--- src/rtl/scfifo_li_ctrl.sv ---
// Show-ahead valid/ready FIFO controller that drives an external registered-read RAM.
// Define SCFIFO_RDW_BYPASS_EN to let reads target the entry written in the same cycle.
module scfifo_li_ctrl #(
    parameter int WIDTH = 10,
    parameter int ADDR  = 4
) (
    input  logic             clk,
    input  logic             reset,
    input  logic [WIDTH-1:0] i_data,
    input  logic             i_valid,
    output logic             o_ready,
    output logic [WIDTH-1:0] o_data,
    output logic             o_valid,
    input  logic             i_ready,
    output logic [ADDR+1:0]  o_count,
    output logic [ADDR-1:0]  o_ram_wr_addr,
    output logic             o_ram_wr_ena,
    output logic [WIDTH-1:0] o_ram_data,
    output logic [ADDR-1:0]  o_ram_rd_addr,
    input  logic [WIDTH-1:0] i_ram_data
);
    localparam int PW = ADDR + 1;
    localparam int CW = ADDR + 2;

    logic [PW-1:0]    wr_ptr;
    logic [PW-1:0]    rd_ptr;
    logic [PW-1:0]    ram_count;
    logic [PW-1:0]    full_lvl;
    logic             rd_pending;
    logic [WIDTH-1:0] head;
    logic             head_v;
    logic [WIDTH-1:0] skid;
    logic             skid_v;
    logic             push;
    logic             pop;
    logic             avail;
    logic [1:0]       stage_load;
    logic             rd_issue;

    assign full_lvl  = {1'b1, {ADDR{1'b0}}};
    assign ram_count = wr_ptr - rd_ptr;

    assign o_ready = (ram_count != full_lvl) & ~reset;
    assign push    = i_valid & o_ready;
    assign pop     = head_v & i_ready;

`ifdef SCFIFO_RDW_BYPASS_EN
    // The RAM returns the new word when read and write hit the same address.
    assign avail = (ram_count != '0) | push;
`else
    assign avail = (ram_count != '0);
`endif

    // Output-stage slots still claimed after this cycle's pop.
    assign stage_load = {1'b0, head_v} + {1'b0, skid_v}
                      + {1'b0, rd_pending} - {1'b0, pop};
    assign rd_issue   = avail & (stage_load < 2'd2);

    assign o_ram_wr_ena  = push;
    assign o_ram_wr_addr = wr_ptr[ADDR-1:0];
    assign o_ram_data    = i_data;
    assign o_ram_rd_addr = rd_ptr[ADDR-1:0];

    assign o_data  = head;
    assign o_valid = head_v;
    assign o_count = CW'(ram_count) + CW'(rd_pending)
                   + CW'(head_v) + CW'(skid_v);

    always_ff @(posedge clk) begin
        if (reset) begin
            wr_ptr     <= '0;
            rd_ptr     <= '0;
            rd_pending <= 1'b0;
            head       <= '0;
            head_v     <= 1'b0;
            skid       <= '0;
            skid_v     <= 1'b0;
        end else begin
            if (push) begin
                wr_ptr <= wr_ptr + PW'(1);
            end
            if (rd_issue) begin
                rd_ptr <= rd_ptr + PW'(1);
            end
            rd_pending <= rd_issue;

            if (pop) begin
                if (skid_v) begin
                    head   <= skid;
                    skid_v <= rd_pending;
                    if (rd_pending) begin
                        skid <= i_ram_data;
                    end
                end else if (rd_pending) begin
                    head <= i_ram_data;
                end else begin
                    head_v <= 1'b0;
                end
            end else if (rd_pending) begin
                if (!head_v) begin
                    head   <= i_ram_data;
                    head_v <= 1'b1;
                end else begin
                    skid   <= i_ram_data;
                    skid_v <= 1'b1;
                end
            end
        end
    end
endmodule

--- config.mk ---
export PLATFORM = sky130hd
export DESIGN_NAME = scfifo_li_ctrl
export DESIGN_NICKNAME = d
export VERILOG_FILES = /design/src/rtl/scfifo_li_ctrl.sv
export SDC_FILE = /design/constraint.sdc
export NUM_CORES = 1
export LEC_CHECK = 0
export BUFFER_PORTS_ARGS = -buffer_cell sky130_fd_sc_hd__buf_2
export CORE_ASPECT_RATIO = 0.9
export CORE_MARGIN = 10
export CORE_UTILIZATION = 52
export DETAILED_ROUTE_END_ITERATION = 7
export GPL_TIMING_DRIVEN = 0
export PLACE_DENSITY = 0.8
export SLEW_MARGIN = 5
export SYNTH_ARGS = -nofsm -noshare
export SYNTH_HDL_FRONTEND = slang
export SYNTH_SLANG_ARGS = --single-unit
--- constraint.sdc ---
create_clock -name clk -period 2.9 [get_ports clk]
set_input_delay 0.435 -clock clk [delete_from_list [all_inputs] [get_ports clk]]
set_output_delay 0.435 -clock clk [all_outputs]
set_load 0.1 [all_outputs]
==> metrics.yaml, run 1 <==
insertion_delay_ns: 0.28
hold_slack_ns: 0.403
cp-end-kind: "primary output"
dieArea_um2: 6860
critPathBufInv: 4
synth_top_area_share_pct: 32.2
drt_iter0_drc: 82
vias: 1703
violations: "setup timing"
max_stage_delay_ns: 0.48
grt_pass1_vias: 1785
cts_made_buffers: 5
status: "finished with violations"
place_area_um2: 2440
yosys_warnings: 0
hold_violations: 0
final_cell_area_um2: 2760
worstMarginPinSlew_ns: 0.750
syn_inst: 225
cts.sinks: 33
routed_wl_mm: 4.93
path_common_cell: "inv_2"
cp_cell_sequence: "inv_2 -> ha_4 -> inv_2 -> fa_1 -> ha_2 -> inv_2 -> fa_2 -> nor2_2 -> nand2_2 -> xnor2_4 -> buf_12"
firstDrtPassIters: 4
cts.clk_slew.worst_paths_ns: 0.07
final_util_pct: 73.5
worstPathArrival_ns: 2.58
path_max_fanout: 2
syn_area_um2: 2050
min_period_over_period_pct: 104
io_buffers: 49
root_buffer: "clkbuf_8"
synth.distinct_cells: 33
ant_nets: 0
hold_buffers: 0
syn2layout_area_growth_pct: 34.6
cts_tree: "done"
h-tree-depth: 2
cts_max_path_buffers: 2
start_util_pct: 54.6
fmax_mhz: 332
crit_type: "reg2out"
yosysTopAreaCell: "dfxtp_1"
drive_gt1_share_pct: 40.0
seq_area_frac_synth_pct: 32.2
cpMaxStageDelayCell: "fa_1"
synth_top_cells_by_area: "dfxtp_1, mux2i_1, ha_1"
wl_per_cell_um: 14.7
drv_cap: 0
finalSetupTns_ns: -0.328
die-height_um: 79.6
synth_area_per_cell_um2: 9.11
die_w_um: 86.2
relSlewSlack_pct: 50.0
row_count: 21
report.final.slew_viol_count: 0
setup_viol: 4
dp_hpwl_mm: 3.65
final_net_count: 328
grt_max_degree: 12
drc: 0
ioPinCount: 61
avgViaCountPerCell: 5.07
hold_path.class: "in2reg"
fin_skew_ns: 0.00200
cp.required_ns: 2.47
grt_usage_pct: 14.6
startpoint_type: "register"
overflow: 0
gp_congestion: 0.838
cp_top_family: "adder cells"
syn_nets: 264
fillers: 279
setup_ws_ns: -0.115
n_antenna_cell: 0
fp.coreArea_um2: 3760
grt_pass1_wl_mm: 8.29
min_period_ns: 3.01
regArea_um2: 671
rsz0062_at_grt: "yes"
multiInputGateArea_um2: 1270
grt_antenna_before_repair: 0
ys_ff_latch: 33
[synth_stat cells]
| master | n |
|---|---|
| o22ai_1 | 1 |
| a211oi_1 | 11 |
| nand4_1 | 5 |
| xnor2_2 | 1 |
| a21oi_1 | 11 |
| nor2b_1 | 8 |
| and2_1 | 1 |
| o21ai_0 | 2 |
| nor2_1 | 38 |
| clkbuf_8 | 2 |
| nand3b_1 | 1 |
| a21boi_2 | 2 |
| nand2_2 | 1 |
| mux2i_1 | 22 |
| mux2_4 | 1 |
| or2_2 | 1 |
| dfxtp_1 | 33 |
| xnor2_1 | 3 |
| and3_1 | 1 |
| buf_1 | 1 |
| nand2_1 | 4 |
| clkbuf_1 | 6 |
| ha_1 | 12 |
| mux2i_4 | 1 |
| or4_4 | 1 |
| xor2_1 | 6 |
| a21oi_2 | 1 |
| nand3_1 | 1 |
| mux2_1 | 7 |
| nand2b_1 | 6 |
| inv_1 | 13 |
| buf_4 | 18 |
| fa_1 | 3 |
[cell type report]
cell class              instances  area share [%]
plain buffers                  27            6.84
clock buffers                   6            2.99
clock inverters                 2            1.36
inverters                      13            1.77
multi-input cells             152            46.0
flip-flops and latches         33            24.3
well taps                      46            2.09
repair buffers                 57            14.6
[path summary, 6_finish.rpt]
path | slack [ns] | cells past startpoint | from | to
max | -0.11 | 11 | wr_ptr[0] | o_count[4]
min | 0.40 | 3 | i_ram_data[6] | skid[6]
max reg2reg | 0.11 | 10 | rd_ptr[0] | wr_ptr[3]
min reg2reg | 0.49 | 2 | skid[6] | skid[6]
[worst min-delay path, stage by stage]
cell and delay (ns):
buf_2 0.09, mux2i_1 0.06, nor2_1 0.07
[registers in the layout (all words and copies together) (netlist names)]
signal      count
skid           10
skid_v          1
o_data         10
rd_ptr          5
wr_ptr          5
rd_pending      1
o_valid         1
[cells by family after synthesis]
| group | Yosys count | synth area share (%) |
|---|---|---|
| DFF | 33 | 32.2 |
| buffers and inverters | 40 | 11.6 |
| AOI/OAI and AO/OA | 28 | 9.03 |
| muxes | 31 | 16.4 |
| and+or+nand+nor | 68 | 15.9 |
| adders and majority gates | 15 | 10.3 |
| xor gates and xnor gates | 10 | 4.64 |
[placed cells by master, fill, tap and decap left out, types with 2 or more instances in the layout]
cell type	count
buf_2	42
nor2_1	36
dfxtp_1	29
buf_4	25
mux2i_1	22
a211oi_1	11
a21oi_1	10
ha_1	10
clkbuf_8	8
inv_1	8
nor2b_1	7
mux2_1	7
clkbuf_1	6
nand2b_1	6
xor2_1	5
inv_2	5
nand4_1	5
buf_12	5
xnor2_4	3
nand2_1	3
a21oi_4	2
nand2_2	2
a21boi_2	2
nor2_2	2
o21ai_0	2
fa_2	2
dfxtp_2	2
buf_8	2
dfxtp_4	2
[timing repair]
action,in CTS,in global routing
pin swaps,4,3
setup buffers,5,3
gates cloned,0,0
gates resized for setup,26,12
setup endpoints to repair,7,7
[stage by stage]
| step | worst slack [ns] | instances |
|---|---|---|
| floorplan | -0.136 | 225 |
| global placement | -0.203 | 320 |
| detailed placement | -0.236 | 320 |
| CTS | -0.131 | 333 |
| global route | -0.229 | 336 |
| finish | -0.115 | 336 |
[metal layers]
layer / share of wire, % / GRT usage, % / vias to the layer above
met4: 0.43 / 3.88 / 0
met3: 8.2 / 6.33 / 4
met2: 51 / 25.6 / 43
met5: 0 / 0 / -
li1: - / - / 863
met1: 40 / 15.7 / 793
Power of run 1 is not shown: default switching activity piles up to over one toggle a cycle in this logic, so the estimate is an artifact.
==> run 2: changes to the inputs <==
--- a/config.mk
+++ b/config.mk
@@ -6,12 +6,14 @@
 export NUM_CORES = 1
 export LEC_CHECK = 0
 export BUFFER_PORTS_ARGS = -buffer_cell sky130_fd_sc_hd__buf_2
+export CELL_PAD_IN_SITES_DETAIL_PLACEMENT = 1
+export CELL_PAD_IN_SITES_GLOBAL_PLACEMENT = 1
 export CORE_ASPECT_RATIO = 0.9
 export CORE_MARGIN = 10
-export CORE_UTILIZATION = 52
+export CORE_UTILIZATION = 38
 export DETAILED_ROUTE_END_ITERATION = 7
 export GPL_TIMING_DRIVEN = 0
-export PLACE_DENSITY = 0.8
+export PLACE_DENSITY_LB_ADDON = 0.1
 export SLEW_MARGIN = 5
 export SYNTH_ARGS = -nofsm -noshare
 export SYNTH_HDL_FRONTEND = slang
==> metrics.yaml, run 2 (synthesis gave the netlist of run 1 again) <==
grt_usage_pct: 12.3
io_buffers: 49
startpoint_type: "register"
firstDrtPassIters: 4
final_net_count: 328
report.final.slew_viol_count: 0
cts_made_buffers: 5
fmax_mhz: 329
cts.clk_slew.worst_paths_ns: 0.08
hold_violations: 0
path_max_fanout: 2
overflow: 0
wl_per_cell_um: 15.3
avgViaCountPerCell: 4.78
cts.sinks: 33
drc: 0
hold_slack_ns: 0.399
final_cell_mix: "buf_2, nor2_1, dfxtp_1, buf_4, mux2i_1"
worstPathArrival_ns: 2.61
h-tree-depth: 2
vias: 1705
grt_pass1_vias: 1840
syn2layout_area_growth_pct: 36.5
crit_type: "reg2out"
setup_viol: 6
n_antenna_cell: 0
min_period_over_period_pct: 105
setup_ws_ns: -0.144
root_buffer: "clkbuf_8"
worstMarginPinSlew_ns: 0.762
min_period_ns: 3.04
rsz0062_at_grt: "yes"
cp-end-kind: "primary output"
gp_congestion: 0.707
cts_max_path_buffers: 2
drv_cap: 0
die-height_um: 89.7
row_count: 25
grt_pass1_wl_mm: 8.84
relSlewSlack_pct: 49.2
insertion_delay_ns: 0.29
fp.coreArea_um2: 5260
dp_cells: 341
dieArea_um2: 8740
hold_path.class: "in2reg"
cp.required_ns: 2.47
status: "finished with violations"
grt_antenna_before_repair: 0
stdcell_count: 357
hold_buffers: 0
cts_tree: "done"
mostFrequentLayoutCell: "buf_2"
grt_max_degree: 13
die_w_um: 97.4
violations: "setup timing"
routed_wl_mm: 5.45
dp_hpwl_mm: 4.10
ioPinCount: 61
drive_gt1_share_pct: 39.7
fin_skew_ns: 0.00804
drt_iter0_drc: 65
ant_nets: 0
start_util_pct: 39.0
[run 2: routing by layer]
layer	global-route usage, %	part of all wire [%]
met1	14.5	47
met2	21.5	47
met3	4.21	5.6
met4	1.98	0.53
met5	0	0
[run 2: stage by stage]
step / instance area (um^2) / setup TNS [ns] / setup WS (ns) / util (%)
2_1_floorplan: 2140 / -0.215 / -0.136 / -
4_1_cts: 2760 / -0.430 / -0.141 / 52.5
3_5_place_dp: 2470 / -0.654 / -0.319 / 47.0
5_1_grt: 2800 / -1.24 / -0.265 / 53.3
3_3_place_gp: 2470 / -0.527 / -0.247 / 47.0
6_report: 2800 / -0.534 / -0.144 / 53.3
[run 2: final timing paths]
kind,start,end,slack (ns),depth (start not counted)
setup / recovery,wr_ptr[0],o_count[4],-0.14,11
hold / removal,i_ram_data[3],skid[3],0.40,3
setup reg to reg,o_valid,rd_ptr[3],0.25,10
hold reg to reg,skid[1],skid[1],0.50,2
[run 2: final cells by class]
| type | instances | area, um^2 |
|---|---|---|
| fillers | 624 | 2460 |
| clock buffers | 5 | 68.8 |
| well taps | 67 | 83.8 |
| clock inverters | 3 | 68.8 |
| inverters | 13 | 53.8 |
| plain buffers | 27 | 189 |
| repair buffers | 57 | 397 |
| multi-input cells | 152 | 1270 |
| flip-flops and latches | 33 | 671 |
[run 2: repair_timing]
item,CTS,global route
buffers inserted,6,2
endpoints found under the setup margin,7,7
resized for setup,29,8
pin swaps,5,3
[run 2: worst max-delay path, stage by stage, from the launching register on]
cell and delay (ns):
dfxtp_4 0.36, inv_4 0.04, ha_4 0.27, inv_4 0.03, fa_1 0.48, ha_2 0.19
inv_2 0.04, fa_2 0.34, nor2_2 0.10, nand2_2 0.10, xnor2_4 0.18, buf_12 0.19
Power of run 2 is left out for the same reason.
